## src/rtl/mem_stage_pkg.sv

```systemverilog
// Shared types for the MEM stage: FSM state encoding, MEM/WB register layout
// and the doubleword alignment rule.
package mem_stage_pkg;

  localparam int MEM_DATA_W = 64;
  localparam int MEM_ADDR_W = 64;
  localparam int MEM_REG_W  = 5;

  typedef enum logic [1:0] {
    IDLE = 2'd0,
    REQ  = 2'd1,
    WAIT = 2'd2
  } mem_state_t;

  typedef struct packed {
    logic                  reg_write;
    logic                  mem_to_reg;
    logic [MEM_DATA_W-1:0] data_from_mem;
    logic [MEM_DATA_W-1:0] alu_result;
    logic [MEM_REG_W-1:0]  rd;
  } mem_wb_t;

  // Byte transfers are never checked; doublewords must sit on an 8-byte boundary.
  function automatic logic dw_misaligned(input logic byte_xfer, input logic [2:0] addr_lo);
    return !byte_xfer && (addr_lo != 3'b000);
  endfunction

endpackage

```

## src/rtl/load_data_extend.sv

```systemverilog
// Selects the loaded value: the low byte zero-extended for LDURB, the full
// doubleword otherwise. Purely combinational.
module load_data_extend #(
  parameter int DATA_W = 64
) (
  input  logic              byte_i,
  input  logic [DATA_W-1:0] rdata_i,
  output logic [DATA_W-1:0] data_o
);

  assign data_o = byte_i ? {{(DATA_W-8){1'b0}}, rdata_i[7:0]} : rdata_i;

endmodule

```

## src/rtl/memory_access_stage.sv

```systemverilog
// MEM stage: issues loads/stores on a valid/ready data-memory port, stalls the
// front of the pipeline while an access is outstanding, and owns the MEM/WB register.
module memory_access_stage
  import mem_stage_pkg::*;
#(
  parameter int DATA_W = MEM_DATA_W,
  parameter int ADDR_W = MEM_ADDR_W,
  parameter int REG_W  = MEM_REG_W
) (
  input  logic              clk,
  input  logic              reset_n,
  input  logic              RegWrite_MEMRegister,
  input  logic              MemToReg_MEMRegister,
  input  logic              MemRead_MEMRegister,
  input  logic              MemWrite_MEMRegister,
  input  logic              ByteXfer_MEMRegister,
  input  logic [DATA_W-1:0] ALUResult_MEMRegister,
  input  logic [DATA_W-1:0] StoreData_MEMRegister,
  input  logic [REG_W-1:0]  Rd_MEMRegister,
  output logic              dmem_req_valid,
  input  logic              dmem_req_ready,
  output logic              dmem_we,
  output logic              dmem_byte,
  output logic [ADDR_W-1:0] dmem_addr,
  output logic [DATA_W-1:0] dmem_wdata,
  input  logic              dmem_rsp_valid,
  input  logic [DATA_W-1:0] dmem_rsp_rdata,
  output logic              stall_mem,
  output logic              misalign_fault,
  output logic              RegWrite_WBRegister,
  output logic              MemToReg_WBRegister,
  output logic [DATA_W-1:0] dataFromMem_WBRegister,
  output logic [DATA_W-1:0] ALUResult_WBRegister,
  output logic [REG_W-1:0]  Rd_WBRegister
);

  mem_state_t        state_q, state_d;
  logic [ADDR_W-1:0] addr_q;
  logic [DATA_W-1:0] wdata_q;
  logic              we_q;
  logic              byte_q;
  logic              capture;
  logic              fault_q, fault_d;
  mem_wb_t           wb_q, wb_d, wb_pass;
  logic              memop;
  logic              misaligned;
  logic [DATA_W-1:0] load_data;

  assign memop      = MemRead_MEMRegister | MemWrite_MEMRegister;
  assign misaligned = memop && dw_misaligned(ByteXfer_MEMRegister, ALUResult_MEMRegister[2:0]);

  load_data_extend #(
    .DATA_W (DATA_W)
  ) u_load_data_extend (
    .byte_i  (byte_q),
    .rdata_i (dmem_rsp_rdata),
    .data_o  (load_data)
  );

  // Upstream holds EX/MEM stable while stalled, so the live inputs are still
  // the instruction being retired when the access completes.
  always_comb begin
    wb_pass               = '0;
    wb_pass.reg_write     = RegWrite_MEMRegister;
    wb_pass.mem_to_reg    = MemToReg_MEMRegister;
    wb_pass.alu_result    = ALUResult_MEMRegister;
    wb_pass.rd            = Rd_MEMRegister;
  end

  always_comb begin
    state_d   = state_q;
    stall_mem = 1'b0;
    capture   = 1'b0;
    fault_d   = 1'b0;
    wb_d      = '0;
    case (state_q)
      IDLE: begin
        if (!memop) begin
          wb_d = wb_pass;
        end else if (misaligned) begin
          fault_d = 1'b1;
        end else begin
          capture   = 1'b1;
          stall_mem = 1'b1;
          state_d   = REQ;
        end
      end
      REQ: begin
        if (!dmem_req_ready) begin
          stall_mem = 1'b1;
        end else if (we_q) begin
          state_d = IDLE;
          wb_d    = wb_pass;
        end else begin
          state_d   = WAIT;
          stall_mem = 1'b1;
        end
      end
      WAIT: begin
        if (dmem_rsp_valid) begin
          state_d            = IDLE;
          wb_d               = wb_pass;
          wb_d.data_from_mem = load_data;
        end else begin
          stall_mem = 1'b1;
        end
      end
      default: state_d = IDLE;
    endcase
  end

  always_ff @(posedge clk or negedge reset_n) begin
    if (!reset_n) begin
      state_q <= IDLE;
      addr_q  <= '0;
      wdata_q <= '0;
      we_q    <= 1'b0;
      byte_q  <= 1'b0;
      fault_q <= 1'b0;
      wb_q    <= '0;
    end else begin
      state_q <= state_d;
      fault_q <= fault_d;
      wb_q    <= wb_d;
      if (capture) begin
        addr_q  <= ALUResult_MEMRegister[ADDR_W-1:0];
        wdata_q <= StoreData_MEMRegister;
        we_q    <= MemWrite_MEMRegister;
        byte_q  <= ByteXfer_MEMRegister;
      end
    end
  end

  assign dmem_req_valid         = (state_q == REQ);
  assign dmem_we                = we_q;
  assign dmem_byte              = byte_q;
  assign dmem_addr              = addr_q;
  assign dmem_wdata             = wdata_q;
  assign misalign_fault         = fault_q;
  assign RegWrite_WBRegister    = wb_q.reg_write;
  assign MemToReg_WBRegister    = wb_q.mem_to_reg;
  assign dataFromMem_WBRegister = wb_q.data_from_mem;
  assign ALUResult_WBRegister   = wb_q.alu_result;
  assign Rd_WBRegister          = wb_q.rd;

endmodule

```

## config.mk

```make
export PLATFORM = sky130hd
export DESIGN_NAME = memory_access_stage
export DESIGN_NICKNAME = d
export VERILOG_FILES = /design/src/rtl/mem_stage_pkg.sv /design/src/rtl/load_data_extend.sv /design/src/rtl/memory_access_stage.sv
export SDC_FILE = /design/constraint.sdc
export NUM_CORES = 1
export LEC_CHECK = 0
export BUFFER_PORTS_ARGS = -buffer_cell sky130_fd_sc_hd__buf_2
export CELL_PAD_IN_SITES_DETAIL_PLACEMENT = 1
export CELL_PAD_IN_SITES_GLOBAL_PLACEMENT = 1
export CORE_UTILIZATION = 25
export DETAILED_ROUTE_END_ITERATION = 6
export GPL_TIMING_DRIVEN = 0
export PLACE_DENSITY_LB_ADDON = 0.1
export SYNTH_ARGS = -nofsm -noshare
export SYNTH_HDL_FRONTEND = slang
export SYNTH_SLANG_ARGS = --single-unit
```

## constraint.sdc

```tcl
create_clock -name clk -period 1.5 [get_ports clk]
set_input_delay 0.075 -clock clk [delete_from_list [all_inputs] [get_ports clk]]
set_output_delay 0.075 -clock clk [all_outputs]
set_load 0.005 [all_outputs]
```

==> flow_summary.ini, run 1 <==
[cts]
root_buffer = clkbuf_16
ctsHtreeMaxLevel = 1
clock_latency_ns = 0.56
clock-sinks = 268
clk_pin_slew_ns = 0.06
clockBufferDepth = 3
cts_buffers = 31
cts_tree = built

[worst_setup_path]
endpoint_kind = register
path_class = reg2reg
reg2reg_setup_slack_ns = -0.39
slowest_delay_ns = 0.43
rr_startpoint = state_q[0]$_DFFE_PN0P_
start_kind = register
r2r-end = ALUResult_WBRegister[27]$_DFF_PN0_
rr_worst_depth = 7
crit_family = buffers and inverters
cp_common_cell = buf_4
crit_path_top_delay_cell = dfrtp_2
cp.arrival_ns = 2.34
path_buf_inv = 4
path_cells = buf_4, buf_4, nand2b_1, inv_1, a311o_4, bufbuf_16, and2_1
worstPathMaxFanout = 9
cp.required_ns = 1.95

[floorplan]
initial_core_util = 0.2548
core_area_um2 = 36790
fp.dieW_um = 195.6
num_rows = 70
io_pins = 474
die_y_um = 195.6
dieArea_um2 = 38260

[layout]
drive_gt1_frac = 0.5280
layout.nets = 1524
n_antenna_cell = 0
layout.cells.most_common_list = buf_2, dfrtp_1, dlygate4sd3_1
final_common_cell = buf_2
area_growth_pct = 74.10
stdcell_count = 1805

[synth]
syn_area_per_cell_um2 = 16.21
syn_nets = 784
syn_area_um2 = 9371
synthDistinctLibCells = 25
synth-async-reset-ratio = 1.000
ys.flop_type = dfrtp_1
seq_area_frac_synth = 0.7156
synth_edf_count = 0
ys_ff_latch = 268
synth_warnings = 0
synthCells = 578

[pwr]
p_switching_mw = 8.249
intPower_mw = 19.67
seqPwrFrac = 0.382
combPwrFrac = 0.368
leakage_nw = 8.603
power_density_nw_per_um2 = 1711
p_clk_frac = 0.250
swShare = 0.2954
vdd_drop_max_mv = 0.9139

[global_routing]
grt_pass1_wl_um = 51510
grt_start_max_net_pins = 115
overflow = 0
antenna_found_initial = 0
grt_pass1_vias = 8408
grt.total_usage = 0.1764

[run_status]
status = finished, violations left
violations = negative setup slack

[route]
drt_first_pass_iters = 4
drt_wl_total_um = 34320
drc = 0
wl_per_cell_um = 19.01
drtIter0Drc = 154
ant_nets = 0
vias = 7415
vias_per_cell = 4.108

[placement]
dp_cells = 1521
dpl.hpwl_um = 22510
gp_congestion = 0.7421
port_buffers = 473

[timing]
rsz0062_at_grt = yes
maxSlewViolCount = 0
hold_viol_final = 0
whs_ns = 0.05715
finalClockSkew_ns = 0.01573
fin_crit_ns = 1.887
finalSetupViolCount = 251
finalCritPeriodShare = 1.258
worst_slack_ns = -0.3870
worst_slew_pin_slew_ns = 0.6324
max_freq_mhz = 529.9
slew_headroom = 0.5784

[hold_path]
whs_path_depth = 3
min_path_type = in2reg
whs_endpoint = dmem_byte$_DFFE_PN0P_
min_from = MemRead_MEMRegister

[flow_run]
maxCapViolCount = 0
[worst max-delay path by stage]
| stage | cells after the start | from | slack [ns] | to |
|---|---|---|---|---|
| 4_1_cts | 6 | state_q[0]$_DFFE_PN0P_ | -0.43 | stall_mem |
| 3_3_place_gp | 1 | reset_n | -5.12 | dataFromMem_WBRegister[57]$_DFF_PN0_ |
| 6_report | 7 | state_q[0]$_DFFE_PN0P_ | -0.39 | ALUResult_WBRegister[27]$_DFF_PN0_ |
| 2_1_floorplan | 5 | state_q[1]$_DFFE_PN0P_ | 0.02 | dmem_addr[59]$_DFFE_PN0P_ |
| 3_5_place_dp | 5 | state_q[1]$_DFFE_PN0P_ | -0.37 | dmem_addr[60]$_DFFE_PN0P_ |
| 5_1_grt | 6 | state_q[0]$_DFFE_PN0P_ | -0.47 | stall_mem |
[layout make-up]
cell class | instances | area (µm²)
Fill cell | 3884 | 20470
Inverter | 1 | 3.754
Clock inverter | 6 | 32.53
Clock buffer | 46 | 882.1
Tap cell | 468 | 585.6
Buffer | 28 | 387.9
Timing Repair Buffer | 707 | 4972
Sequential cell | 268 | 6709
Multi-Input combinational cell | 281 | 2743
[state kept, by name, summed over array words and instances, names as in the netlist]
signal,cells
RegWrite_WBRegister,1
dmem_byte,1
ALUResult_WBRegister,64
dmem_we,1
state_q,2
Rd_WBRegister,5
dmem_wdata,64
MemToReg_WBRegister,1
dataFromMem_WBRegister,64
dmem_addr,64
misalign_fault,1
[metal layers]
layer	vias to the layer above	global-route usage	share of wire
met5	-	0	0
met2	307	0.3131	0.51
li1	3390	-	-
met1	3677	0.2054	0.39
met4	0	0.03850	0.020
met3	41	0.05820	0.078
[Yosys cell counts (2+ instances only)]
master	n	area share
and2_1	135	0.090
dfrtp_1	268	0.72
buf_2	8	0.0043
nor2_1	2	0.00080
buf_6	14	0.017
nor3b_1	3	0.0024
a32o_1	3	0.0032
mux2_2	52	0.062
mux2_1	74	0.089
clkbuf_2	4	0.0021
[tightest hold or removal path, cell delays in order]
cell	delay [ns]
buf_2	0.13
o21a_1	0.21
a22o_1	0.16
[logic make-up after synthesis]
| logic type | count (synthesis) | synth area share |
|---|---|---|
| flops | 268 | 0.7156 |
| buf+inv | 29 | 0.02483 |
| simple gates | 145 | 0.09733 |
| compound gates | 10 | 0.01081 |
| mux | 126 | 0.1514 |
[power groups by stage]
stage                     registers, mW  logic (mW)  clock network (mW)
after detailed placement           10.7        7.82                   0
after CTS                          10.7        10.3                7.23
final                              10.7        10.3                6.97
after global routing               11.0        11.1                7.55
after global placement             10.6        7.74                   0
after floorplan                    11.0        3.09                   0
[metrics by stage]
| step | util | setup TNS (ns) | total power [mW] | setup slack (ns) | cell area, µm² |
|---|---|---|---|---|---|
| 6_report | 0.4435 | -51.14 | 27.92 | -0.3870 | 16320 |
| 4_1_cts | 0.4395 | -52.79 | 28.20 | -0.4268 | 16170 |
| 3_5_place_dp | 0.3368 | -52.54 | 18.53 | -0.3702 | 12390 |
| 3_3_place_gp | 0.3350 | -1412.15 | 18.39 | -5.120 | 12320 |
| 5_1_grt | 0.4435 | -67.24 | 29.69 | -0.4671 | 16320 |
| 2_1_floorplan | - | 0 | 14.08 | 0.02149 | 9371 |
[what timing repair did]
action                                  CTS  global route
gates cloned                             11             5
hold buffers                            204             0
setup buffers                            12             1
endpoints found under the hold margin   338             0
endpoints found under the setup margin  260           259
gates resized for setup                 131            14
pin swaps                                 2             2
Note: power is estimated with default switching activity, not from simulation.
==> run 2, diff against run 1 <==
--- a/config.mk
+++ b/config.mk
@@ -9,6 +9,7 @@
 export CELL_PAD_IN_SITES_DETAIL_PLACEMENT = 1
 export CELL_PAD_IN_SITES_GLOBAL_PLACEMENT = 1
 export CORE_UTILIZATION = 25
+export CTS_BUF_LIST = sky130_fd_sc_hd__clkbuf_8
 export DETAILED_ROUTE_END_ITERATION = 6
 export GPL_TIMING_DRIVEN = 0
 export PLACE_DENSITY_LB_ADDON = 0.1
==> run 2 against run 1 <==
Compared with the run above:
- the flow still finishes with violations (negative setup slack)
- die area unchanged
- wire length increased by 3.2%
- combinational power about the same
- sequential power about the same
- worst hold slack improved by 0.016 ns
- core utilization increased by 0.84 points
- global-route usage increased by 0.97 points
- flip-flop and latch count unchanged
- final cell count increased by 2.9%
- critical path type is now reg2out
- critical endpoint is now stall_mem
==> flow_summary.ini, run 2 (synthesis results as in run 1) <==
[layout]
final_common_cell = buf_2
final_area_um2 = 16620
drive_gt1_frac = 0.5346
layout.nets = 1560
layout.cells.most_common_list = buf_2, dfrtp_1, dlygate4sd3_1
area_growth_pct = 77.38
final.fill_count = 3874

[global_routing]
overflow = 0
grt_pass1_vias = 8664
grt_start_max_net_pins = 115
antenna_found_initial = 1
grt_pass1_wl_um = 53220
grt.total_usage = 0.1861

[cts]
clock_latency_ns = 0.61
clockBufferDepth = 3
cts_tree = built
clock-sinks = 268
ctsHtreeMaxLevel = 2
clk_pin_slew_ns = 0.06
root_buffer = clkbuf_8
cts_buffers = 49

[pwr]
p_clk_frac = 0.246
combPwrFrac = 0.377
swShare = 0.3017
power_density_nw_per_um2 = 1694
intPower_mw = 19.67
leakage_nw = 8.684
p_switching_mw = 8.498
seqPwrFrac = 0.377
vdd_drop_max_mv = 0.7482

[worst_setup_path]
reg2reg_setup_slack_ns = -0.41
cp.arrival_ns = 1.84
path_class = reg2out
rr_startpoint = state_q[0]$_DFFE_PN0P_
endpoint_kind = primary output
r2r-end = dmem_addr[50]$_DFFE_PN0P_
worstPathMaxFanout = 2
rr_worst_depth = 7
start_kind = register
cp.required_ns = 1.42

[timing]
max_freq_mhz = 521.9
slew_headroom = 0.6466
worst_slew_pin_slew_ns = 0.5301
worst_slack_ns = -0.4161
finalCritPeriodShare = 1.277
hold_viol_final = 0
whs_ns = 0.07294
fin_crit_ns = 1.916
rsz0062_at_grt = yes
maxSlewViolCount = 0
finalSetupViolCount = 221
finalClockSkew_ns = 0.01775

[route]
met3_length_um = 2581
drc = 0
drt_wl_total_um = 35420
drtIter0Drc = 153
m1WireLength_um = 13960
vias = 7653
drt_first_pass_iters = 4
wl_per_cell_um = 19.07
dr.max_layer_used = met4
ant_nets = 0
vias_per_cell = 4.121
wl_met2_um = 17900

[hold_path]
min_from = MemWrite_MEMRegister
min_path_type = in2reg
whs_path_depth = 3
whs_endpoint = misalign_fault$_DFF_PN0_

[flow_run]
maxCapViolCount = 0

[run_status]
status = finished, violations left
violations = negative setup slack

[placement]
pre_cts_slack_ns = -0.3702
placed_area_um2 = 12390
dpl.hpwl_um = 22510
port_buffers = 473
gp_congestion = 0.7421

[floorplan]
io_pins = 474
num_rows = 70
dieArea_um2 = 38260
core_area_um2 = 36790
die_y_um = 195.6
initial_core_util = 0.2548
fp.dieW_um = 195.6
## run 2: changes by cell type in the layout (fill, tap and decap cells not counted), moves of 34 or more
cell | before | now
mux2_1 | 4 | 64
and2_4 | 2 | 51
clkbuf_8 | 8 | 68
clkbuf_16 | 36 | 2
mux2_4 | 70 | 10
and2_1 | 133 | 84
## run 2: power groups by stage
stage / Sequential (mW) / Combinational, mW / Clock (mW)
CTS: 10.6 / 10.7 / 7.22
global route: 11.0 / 11.5 / 7.50
global placement: 10.6 / 7.74 / 0
finish: 10.6 / 10.6 / 6.92
floorplan: 11.0 / 3.09 / 0
detailed placement: 10.7 / 7.82 / 0
## run 2: worst max-delay path: stages, from the launching register on
cell and delay [ns]:
dfrtp_2 0.43, nor2_4 0.16, o221ai_4 0.15, buf_12 0.16, buf_12 0.11, o211ai_1 0.07
buf_2 0.16
## run 2: worst max path at each step
stage                                       from                                   end  slack [ns]
after detailed placement  state_q[1]$_DFFE_PN0P_             dmem_addr[60]$_DFFE_PN0P_       -0.37
final                     state_q[0]$_DFFE_PN0P_                             stall_mem       -0.42
after CTS                 state_q[0]$_DFFE_PN0P_                             stall_mem       -0.49
after floorplan           state_q[1]$_DFFE_PN0P_             dmem_addr[59]$_DFFE_PN0P_        0.02
after global routing      state_q[0]$_DFFE_PN0P_                             stall_mem       -0.50
after global placement                   reset_n  dataFromMem_WBRegister[57]$_DFF_PN0_       -5.12
## run 2: repair_timing
action	CTS	global route
cloned	20	2
hold buffers	207	0
setup buffers	20	4
endpoints found under the setup margin	260	335
hold endpoints to repair	536	0
gates resized for setup	136	17
pin swaps	45	6
## run 2: through the flow
| stage | total power [mW] | utilization | instances | TNS, ns |
|---|---|---|---|---|
| floorplan | 14.08 | - | 578 | 0 |
| global placement | 18.39 | 0.3350 | 1519 | -1412.15 |
| detailed placement | 18.53 | 0.3368 | 1521 | -52.54 |
| CTS | 28.59 | 0.4493 | 1853 | -74.21 |
| global route | 29.95 | 0.4519 | 1857 | -75.82 |
| finish | 28.17 | 0.4519 | 1857 | -61.61 |
## run 2: final cells by class
class,count,area [µm²],area share
antenna,1,2.502,0.0001505
buffer,26,394.1,0.02371
clock buffer,60,825.8,0.04968
clock inverter,25,133.9,0.008054
inverter,1,6.256,0.0003763
multi-input combinational,282,2664,0.1602
sequential,268,6709,0.4036
tap,468,585.6,0.03523
timing repair buffer,726,5303,0.3190
## run 2: metal layers
metal	global-route usage	vias to the layer above
met4	0.07320	0
met2	0.3231	318
met5	0	-
met1	0.2144	3792
met3	0.05492	56
li1	-	3487
